## src/rtl/slice_sum_accumulator.sv

```systemverilog
// slice_sum_accumulator: sums COUNT accepted beats of (in_a + in_b[1]) and holds the result until taken
module slice_sum_accumulator #(
  parameter int COUNT = 4,
  parameter int ACC_W = 8
) (
  input  logic             clk,
  input  logic             rst,
  input  logic [2:0]       in_a,
  input  logic [2:0]       in_b,
  input  logic             in_valid,
  output logic             in_ready,
  output logic [ACC_W-1:0] out_sum,
  output logic             out_overflow,
  output logic             out_valid,
  input  logic             out_ready,
  output logic             busy
);
  localparam int CW = COUNT > 1 ? $clog2(COUNT) : 1;
  typedef enum logic {ACCUM, HOLD} state_t;
  state_t           state_q, state_d;
  logic [ACC_W-1:0] acc_q, acc_d, out_sum_q, out_sum_d;
  logic [CW-1:0]    cnt_q, cnt_d;
  logic             ovf_q, ovf_d, out_ovf_q, out_ovf_d;
  logic [3:0]       term;
  logic [ACC_W:0]   sum;
  logic             accept, last;
  logic             unused_b;
  assign unused_b = in_b[2] ^ in_b[0];
  always_ff @(posedge clk) begin
    if (rst) begin
      state_q   <= ACCUM;
      acc_q     <= '0;
      cnt_q     <= '0;
      ovf_q     <= 1'b0;
      out_sum_q <= '0;
      out_ovf_q <= 1'b0;
    end else begin
      state_q   <= state_d;
      acc_q     <= acc_d;
      cnt_q     <= cnt_d;
      ovf_q     <= ovf_d;
      out_sum_q <= out_sum_d;
      out_ovf_q <= out_ovf_d;
    end
  end
  always_comb begin
    term      = {1'b0, in_a} + {3'b0, in_b[1]};
    sum       = {1'b0, acc_q} + (ACC_W + 1)'(term);
    accept    = in_valid & in_ready;
    last      = cnt_q == CW'(COUNT - 1);
    state_d   = state_q == ACCUM ? (accept && last ? HOLD : ACCUM) : (out_ready ? ACCUM : HOLD);
    acc_d     = accept ? (last ? '0 : sum[ACC_W-1:0]) : acc_q;
    cnt_d     = accept ? (last ? '0 : cnt_q + CW'(1)) : cnt_q;
    ovf_d     = accept ? (~last & (ovf_q | sum[ACC_W])) : ovf_q;
    out_sum_d = accept && last ? sum[ACC_W-1:0] : out_sum_q;
    out_ovf_d = accept && last ? ovf_q | sum[ACC_W] : out_ovf_q;
  end
  // ready is gated by reset so nothing is offered while rst is held
  always_comb begin
    in_ready     = state_q == ACCUM && !rst;
    out_valid    = state_q == HOLD;
    busy         = state_q == HOLD || cnt_q != '0;
    out_sum      = out_sum_q;
    out_overflow = out_ovf_q;
  end
endmodule
```

## config.mk

```make
export PLATFORM = sky130hd
export DESIGN_NAME = slice_sum_accumulator
export DESIGN_NICKNAME = d
export VERILOG_FILES = /design/src/rtl/slice_sum_accumulator.sv
export SDC_FILE = /design/constraint.sdc
export NUM_CORES = 1
export LEC_CHECK = 0
export BUFFER_PORTS_ARGS = -buffer_cell sky130_fd_sc_hd__buf_2
export CAP_MARGIN = 20
export CORE_MARGIN = 8
export CORE_UTILIZATION = 55
export CTS_CLUSTER_SIZE = 25
export DETAILED_ROUTE_END_ITERATION = 7
export PLACE_DENSITY = 0.8
export SLEW_MARGIN = 5
export SYNTH_ARGS = -nofsm -noshare
export SYNTH_HDL_FRONTEND = slang
export SYNTH_SLANG_ARGS = --single-unit
```

## constraint.sdc

```tcl
create_clock -name clk -period 5 [get_ports clk]
set_clock_uncertainty 0.15 [all_clocks]
set_input_delay 0.75 -clock clk [delete_from_list [all_inputs] [get_ports clk]]
set_output_delay 0.75 -clock clk [all_outputs]
set_load 0.005 [all_outputs]
```

After elaboration in Yosys (flattened, before gate mapping)
Index checks and enable logic that the tools add are counted.
{"block": "word_totals", "regBits": 21, "inputBits": 10, "out_inout_bits": 12, "wordCells": 25}
{"block": "classes", "add_sub_neg": 3, "eq_ne": 1, "mux": 5, "bitwise": 5, "n_reduce_logical": 5}
{"op": "8-bit by 4-bit adder with 9-bit output", "count": 1}
{"op": "8-bit 2-to-1 mux", "count": 1}
{"op": "3-bit by 1-bit adder with 4-bit output", "count": 1}
{"op": "1-bit 2-to-1 mux", "count": 3}
{"op": "2-bit by 1-bit adder with 2-bit output (second input constant)", "count": 1}
{"op": "1-bit bitwise AND", "count": 2}
{"op": "2-bit == test (second input constant)", "count": 1}
{"op": "1-bit logical AND", "count": 2}
{"op": "2-bit 2-to-1 mux", "count": 1}
{"op": "1-bit NOT", "count": 2}
{"op": "2-bit nonzero test", "count": 1}
{"op": "1-bit zero test", "count": 1}
{"op": "1-bit logical OR", "count": 1}
{"op": "1-bit bitwise OR", "count": 1}

Depth between registers and ports, before layout
Gate-level depths: netlist of run 1.
{"block": "depth", "word_depth": 6, "mapped_depth": 7, "ltp_nobuf": 7}

Worst setup path after synthesis of run 1
No wires, ideal clock.
{"block": "synth_path", "path_type": "input -> register", "start": "input port in_a[0]", "end": "register acc_q[4]", "setup_time_ns": 0.074, "t_arrival_ns": 2.109, "slack_ns": 2.666, "cell_stages": 7, "path_cell_list": "fa_1 -> inv_1 -> fa_1 -> nor2b_1 -> o21ai_0 -> or4_1 -> o21ai_0"}
{"block": "synth_between", "elab_chain_cells": 3}
{"item": "from (decl)", "line_no": "8", "text": "input logic [2:0] in_a,"}
{"item": "3-bit by 1-bit adder with 4-bit output", "line_no": "47", "text": "term = {1'b0, in_a} + {3'b0, in_b[1]};"}
{"item": "8-bit by 4-bit adder with 9-bit output", "line_no": "48", "text": "sum = {1'b0, acc_q} + (ACC_W + 1)'(term);"}
{"item": "8-bit 2-to-1 mux", "line_no": "52", "text": "acc_d = accept ? (last ? '0 : sum[ACC_W-1:0]) : acc_q;"}
{"item": "to (signal assigned)", "line_no": "32", "text": "acc_q <= '0;"}
{"item": "to (signal assigned)", "line_no": "39", "text": "acc_q <= acc_d;"}
{"item": "to (decl)", "line_no": "21", "text": "logic [ACC_W-1:0] acc_q, acc_d, out_sum_q, out_sum_d;"}
No other way between the ends.
A chain may end at the register's enable or synchronous reset.

Worst setup path after layout of run 1
{"block": "layout_path", "start": "input port in_a[0]", "end": "register out_sum_q[6], in the netlist out_sum[6]"}
{"block": "layout_between", "elab_chain_cells": 2}
{"item": "3-bit by 1-bit adder with 4-bit output", "line_no": "47"}
{"item": "8-bit by 4-bit adder with 9-bit output", "line_no": "48"}
{"item": "to (signal assigned)", "line_no": "42", "text": "out_sum_q <= out_sum_d;"}
{"item": "to (decl)", "line_no": "21"}
No other way between the ends.

==> reports/results.ini, run 1 <==
[outcome]
status=finished clean

[floorplanning]
die_area_sq_um=3630
die_x_um=60.2
core_area_sq_um=1900
io_pins=22
initial_core_util_pct=56.6
fp.dieH_um=60.2
rows=16

[drt]
totalWireLength_mm=2.22
drc=0
drtIter0Drc=22
firstDrtPassIters=4
vias_per_cell=5.51
wl_per_cell_um=13.2
vias=925
postRouteAntennaNets=0

[sta]
hold_violations=0
fmax_ghz=0.437
setup_viol=0
tightest_slew_ps=561
finalCriticalPeriod_ps=2290
fin_tns_setup_ps=0
rsz0062_at_grt=false
min_period_over_period_pct=45.8
max_slew_margin_pct=62.6
slew_violations=0

[logic_synthesis]
avgSynthCellArea_sq_um=8.75
synth_compound_area_share_pct=15.9
synthArstFlopShare_pct=0
yosys_warnings=0
ys_top_cells_by_count=21 x dfxtp_1, 12 x nand2_1, 11 x a21oi_1
syn_nets=139
seq_area_frac_synth_pct=39.1
netlist_top_cells_area=dfxtp_1 39%, a21oi_1 5.1%, ha_1 4.7%
syn_inst=123
synthFlopType=dfxtp_1
yosysMostFrequentCell=dfxtp_1
synth_adder_area_share_pct=8.37
synth_top_area_cell=dfxtp_1
synth_area_sq_um=1080
synth_top_family_by_area=simple AND/OR/NAND/NOR gates
synth_xor_area_share_pct=5.70
ys_ff_latch=21
synth_mux_area_share_pct=0
synth_cell_type_count=30
synth-simple-area-share_pct=25.9
synth-edff-count=0
synth_top_area_share_pct=39.1

[critical_path]
start_kind=primary input
endpoint_kind=flip-flop
r2r_start=acc_q[0]
worstPathArrival_ps=2370
required_ps=5080
path_max_fanout=3
startpoint=in_a[0]
r2r_slack_ps=2910
path_class=in2reg

[clock_tree]
htree_levels=1
clock_path_buffers=2
clock_sinks=21
postCtsHoldBufs=0
cts_tree=yes
insertion_delay_ps=310
cts_made_buffers=3
cts_root_buffer=clkbuf_4
cts_resized=0
cts_setup_buffers=0
clk_pin_slew_ps=120

[global_routing]
gr-total-overflow=0
grt_use_total_pct=13.7
grt_max_degree=27
grt_pass1_vias=869
grt_first_pass_wirelength_mm=3.80
antenna_found_initial=0

[final_layout]
final_cell_area_sq_um=1200
antenna_cells=0
fin_nets=158
area_delta_synth_final_pct=11.6
drive_above_1_share_pct=18.4

[worst_hold_path]
hp-start=out_sum[0]
holdCritPathClass=reg2reg

[placed_design]
port_buffers=19
dp_hpwl_mm=1.66
dpl_cell_area_sq_um=1170
gp_congestion=0.857

[pwr]
power_density_nw_per_um2=252
internal-power_mw=0.221
power.switching_mw=0.0813
pwr-share-seq_pct=58.3
ir_drop_mv=0.132
switching_share_pct=26.9
p_leak_nw=0.473
power.share.combinational_pct=14.4
pwr-share-clk_pct=27.3

[run]
maxCapViolCount=0

-- flip-flops by register name, indices dropped and copies added, names as in the netlist --
name,flops
out_overflow,1
ovf_q,1
out_valid,1
cnt_q,2
out_sum,8
acc_q,8
-- cells in the final DEF (no fill, tap or decap) --
| master | synthesis | layout |
|---|---|---|
| inv_2 | 1 | 1 |
| o32ai_1 | 1 | 1 |
| xnor2_1 | 4 | 4 |
| inv_1 | 5 | 5 |
| nand3b_1 | 4 | 4 |
| nand2b_1 | 5 | 5 |
| o21ai_0 | 5 | 5 |
| dfxtp_1 | 21 | 21 |
| o2111a_1 | 1 | 1 |
| ha_1 | 4 | 4 |
| nand3_1 | 1 | 1 |
| clkinv_2 | 0 | 1 |
| nor3_1 | 9 | 9 |
| buf_2 | 1 | 19 |
| fa_1 | 2 | 2 |
| and3_1 | 2 | 2 |
| a31oi_1 | 3 | 3 |
| clkbuf_4 | 0 | 3 |
| nand2_1 | 12 | 12 |
| a21oi_1 | 11 | 11 |
| or4_1 | 1 | 1 |
| nor2_1 | 10 | 10 |
| o31ai_1 | 2 | 2 |
| or3b_1 | 1 | 1 |
| nand4_1 | 1 | 1 |
| a211oi_1 | 5 | 5 |
| xor2_1 | 3 | 3 |
| nor2b_1 | 2 | 2 |
| nor3b_4 | 2 | 2 |
-- cell type report --
cell class	count	area [sq um]
clock inverter	1	5.00
clock buffer	3	22.5
tap	27	33.8
multi-input combinational	91	602
fill	176	701
sequential	21	420
inverter	6	22.5
timing repair buffer	19	95.1
-- stage by stage --
step	util [%]	hold WS (ps)	power (mW)	worst slack (ps)	std cells
2_1_floorplan	-	303	0.211	2670	123
4_1_cts	63.2	322	0.305	2730	168
3_5_place_dp	61.7	306	0.224	2410	164
3_3_place_gp	61.7	292	0.222	2420	164
6_report	63.2	318	0.302	2710	168
5_1_grt	63.2	351	0.319	2530	168
-- per-layer routing --
| metal | GRT usage [%] | vias to the layer above | share of wire [%] |
|---|---|---|---|
| met5 | 0 | - | 0 |
| met4 | 7.48 | 0 | 2.2 |
| met3 | 3.01 | 4 | 6.6 |
| met2 | 23.8 | 24 | 47 |
| met1 | 15.0 | 429 | 44 |
| li1 | - | 468 | - |
-- worst max-delay path, stage by stage --
cell      delay (ps)
buf_2            110
fa_1             430
inv_1             80
fa_1             200
nor2b_1           70
o21ai_0          360
xor2_1           120
a211oi_1         250
-- power groups by stage --
stage	Combinational [mW]	Sequential, mW	Clock [mW]
after floorplan	0.0318	0.179	0
after global placement	0.0421	0.180	0
after detailed placement	0.0437	0.180	0
after CTS	0.0440	0.176	0.0845
after global routing	0.0500	0.177	0.0916
final	0.0436	0.176	0.0825
-- logic make-up after synthesis --
group / Yosys count
and+or+nand+nor: 50
xor gates and xnor gates: 7
DFF: 21
AOI/OAI and AO/OA: 28
buffers and inverters: 11
adders and majority gates: 6
-- worst paths after layout --
path,end,cells past startpoint
worst max-delay path,out_sum[6],8
worst min-delay path,out_sum[0],2
worst max register to register,acc_q[4],7
worst min register to register,out_sum[0],2
(Power assumes the default switching activity.)
==> inputs of run 2 (changes only) <==
- CORE_UTILIZATION: 55 -> 53
- PLACE_DENSITY: 0.8 -> 0.77
- clock period: 5 -> 2.3 ns (I/O delays scaled with it)
==> run 2 against run 1 <==
Effect of this change:
- first-iteration DRC count down 23%
- largest cell class unchanged
- routed wire length up 2.8%
- register-to-register slack worse by 2700 ps
- critical endpoint is now acc_q[4]
- setup slack worse by 2500 ps
- non-clock buffer count up 2
==> reports/results.ini, run 2 (synthesis gave the netlist of run 1 again) <==
[sta]
max_slew_margin_pct=64.1
hold_violations=0
fin_tns_setup_ps=0
fmax_ghz=0.474
tightest_slew_ps=539
finalCriticalPeriod_ps=2110
setup_viol=0
rsz0062_at_grt=false
min_period_over_period_pct=91.7
slew_violations=0

[final_layout]
final_common_cell=dfxtp_1
drive_above_1_share_pct=20.3
fill_cells=191
fin_nets=160
mostFrequentLayoutCells=21 x dfxtp_1, 19 x buf_2, 12 x nand2_1
antenna_cells=0
final_cell_area_sq_um=1220
area_delta_synth_final_pct=13.3
post-route-util_pct=62.8
final_cells=170

[critical_path]
r2r_slack_ps=190
required_ps=2380
r2r_start=acc_q[0]
start_kind=flip-flop
r2r-end=acc_q[4]
endpoint_kind=flip-flop
path_max_fanout=3
path_class=reg2reg
r2r_cells=7
worstPathArrival_ps=2190
startpoint=acc_q[0]

[floorplanning]
core_area_sq_um=1940
die_area_sq_um=3730
io_pins=22
die_x_um=61.1
initial_core_util_pct=55.4
fp.dieH_um=61.1
rows=16

[drt]
drtIter0Drc=17
vias=934
wl_per_cell_um=13.4
postRouteAntennaNets=0
drc=0
firstDrtPassIters=4
totalWireLength_mm=2.29
vias_per_cell=5.49

[pwr]
power_density_nw_per_um2=541
p_leak_nw=0.483
switching_share_pct=26.8
power.switching_mw=0.177
internal-power_mw=0.483
ir_drop_mv=0.371
pwr-share-clk_pct=27.0
power.share.combinational_pct=14.8
pwr-share-seq_pct=58.1

[clock_tree]
postCtsHoldBufs=0
cts_root_buffer=clkbuf_4
insertion_delay_ps=300
htree_levels=1
cts_tree=yes
clock_path_buffers=2
clk_pin_slew_ps=120
clock_sinks=21
cts_made_buffers=3
cts_setup_buffers=0

[worst_hold_path]
min_to=out_valid
hp-start=out_ready
holdCritPathClass=in2reg
whs_path_depth=3

[global_routing]
gr-total-overflow=0
grt_max_degree=21
grt_pass1_vias=892
antenna_found_initial=0
grt_first_pass_wirelength_mm=3.75
grt_use_total_pct=13.1

[placed_design]
gp_congestion=0.855
port_buffers=19
dp_hpwl_mm=1.78
dpl.cell_count=166
dpl_cell_area_sq_um=1190

[run]
maxCapViolCount=0

[outcome]
status=finished clean

## run 2: cell count changes in the layout (fill, tap and decap cells not counted)
| cell | delta |
|---|---|
| buf_4 | +2 |
| nor2b_1 | -1 |
| nor2b_2 | +1 |
## run 2: stage by stage
step / hold WS [ps] / worst slack (ps) / total power, mW
6_report: 145 / 191 / 0.660
5_1_grt: 154 / 61.4 / 0.700
4_1_cts: 142 / 151 / 0.665
3_5_place_dp: 303 / 5.46 / 0.489
3_3_place_gp: 291 / 135 / 0.485
2_1_floorplan: 303 / 371 / 0.459
## run 2: layer usage
metal / routed length, um / global-route usage [%] / vias up
li1: - / - / 472
met4: 29 / 5.98 / 0
met3: 79 / 1.88 / 4
met1: 1060 / 15.4 / 443
met5: 0 / 0 / -
met2: 1120 / 22.7 / 15
## run 2: timing repair
action	in CTS	in global routing
endpoints found under the hold margin	0	0
endpoints found under the setup margin	0	1
gates resized for setup	0	1
## run 2: layout make-up
cell class	count	area, sq um	share of cell area (%)
clock inverter	1	5.00	0.411
multi-input combinational	91	604	49.6
inverter	6	22.5	1.85
timing repair buffer	21	110	9.03
sequential	21	420	34.5
tap	27	33.8	2.77
clock buffer	3	22.5	1.85
## run 2: power by group through the flow
stage	clock network, mW	registers, mW	logic, mW
finish	0.178	0.383	0.0979
global route	0.204	0.385	0.110
CTS	0.183	0.383	0.0980
detailed placement	0	0.392	0.0972
global placement	0	0.391	0.0941
floorplan	0	0.390	0.0692
## run 2: how the worst max path moves through the flow
| stage | to | slack (ps) |
|---|---|---|
| final | acc_q[4] | 190 |
| after global routing | acc_q[4] | 60 |
| after CTS | out_sum[6] | 150 |
| after detailed placement | out_sum[6] | 5 |
| after global placement | acc_q[4] | 130 |
| after floorplan | acc_q[4] | 370 |
## run 2: worst max-delay path, cell delays in order (launching register included)
cell and delay [ps]:
dfxtp_1 360, fa_1 200, inv_1 60, fa_1 410
nor2b_2 180, o21ai_0 160, or4_1 420, o21ai_0 90
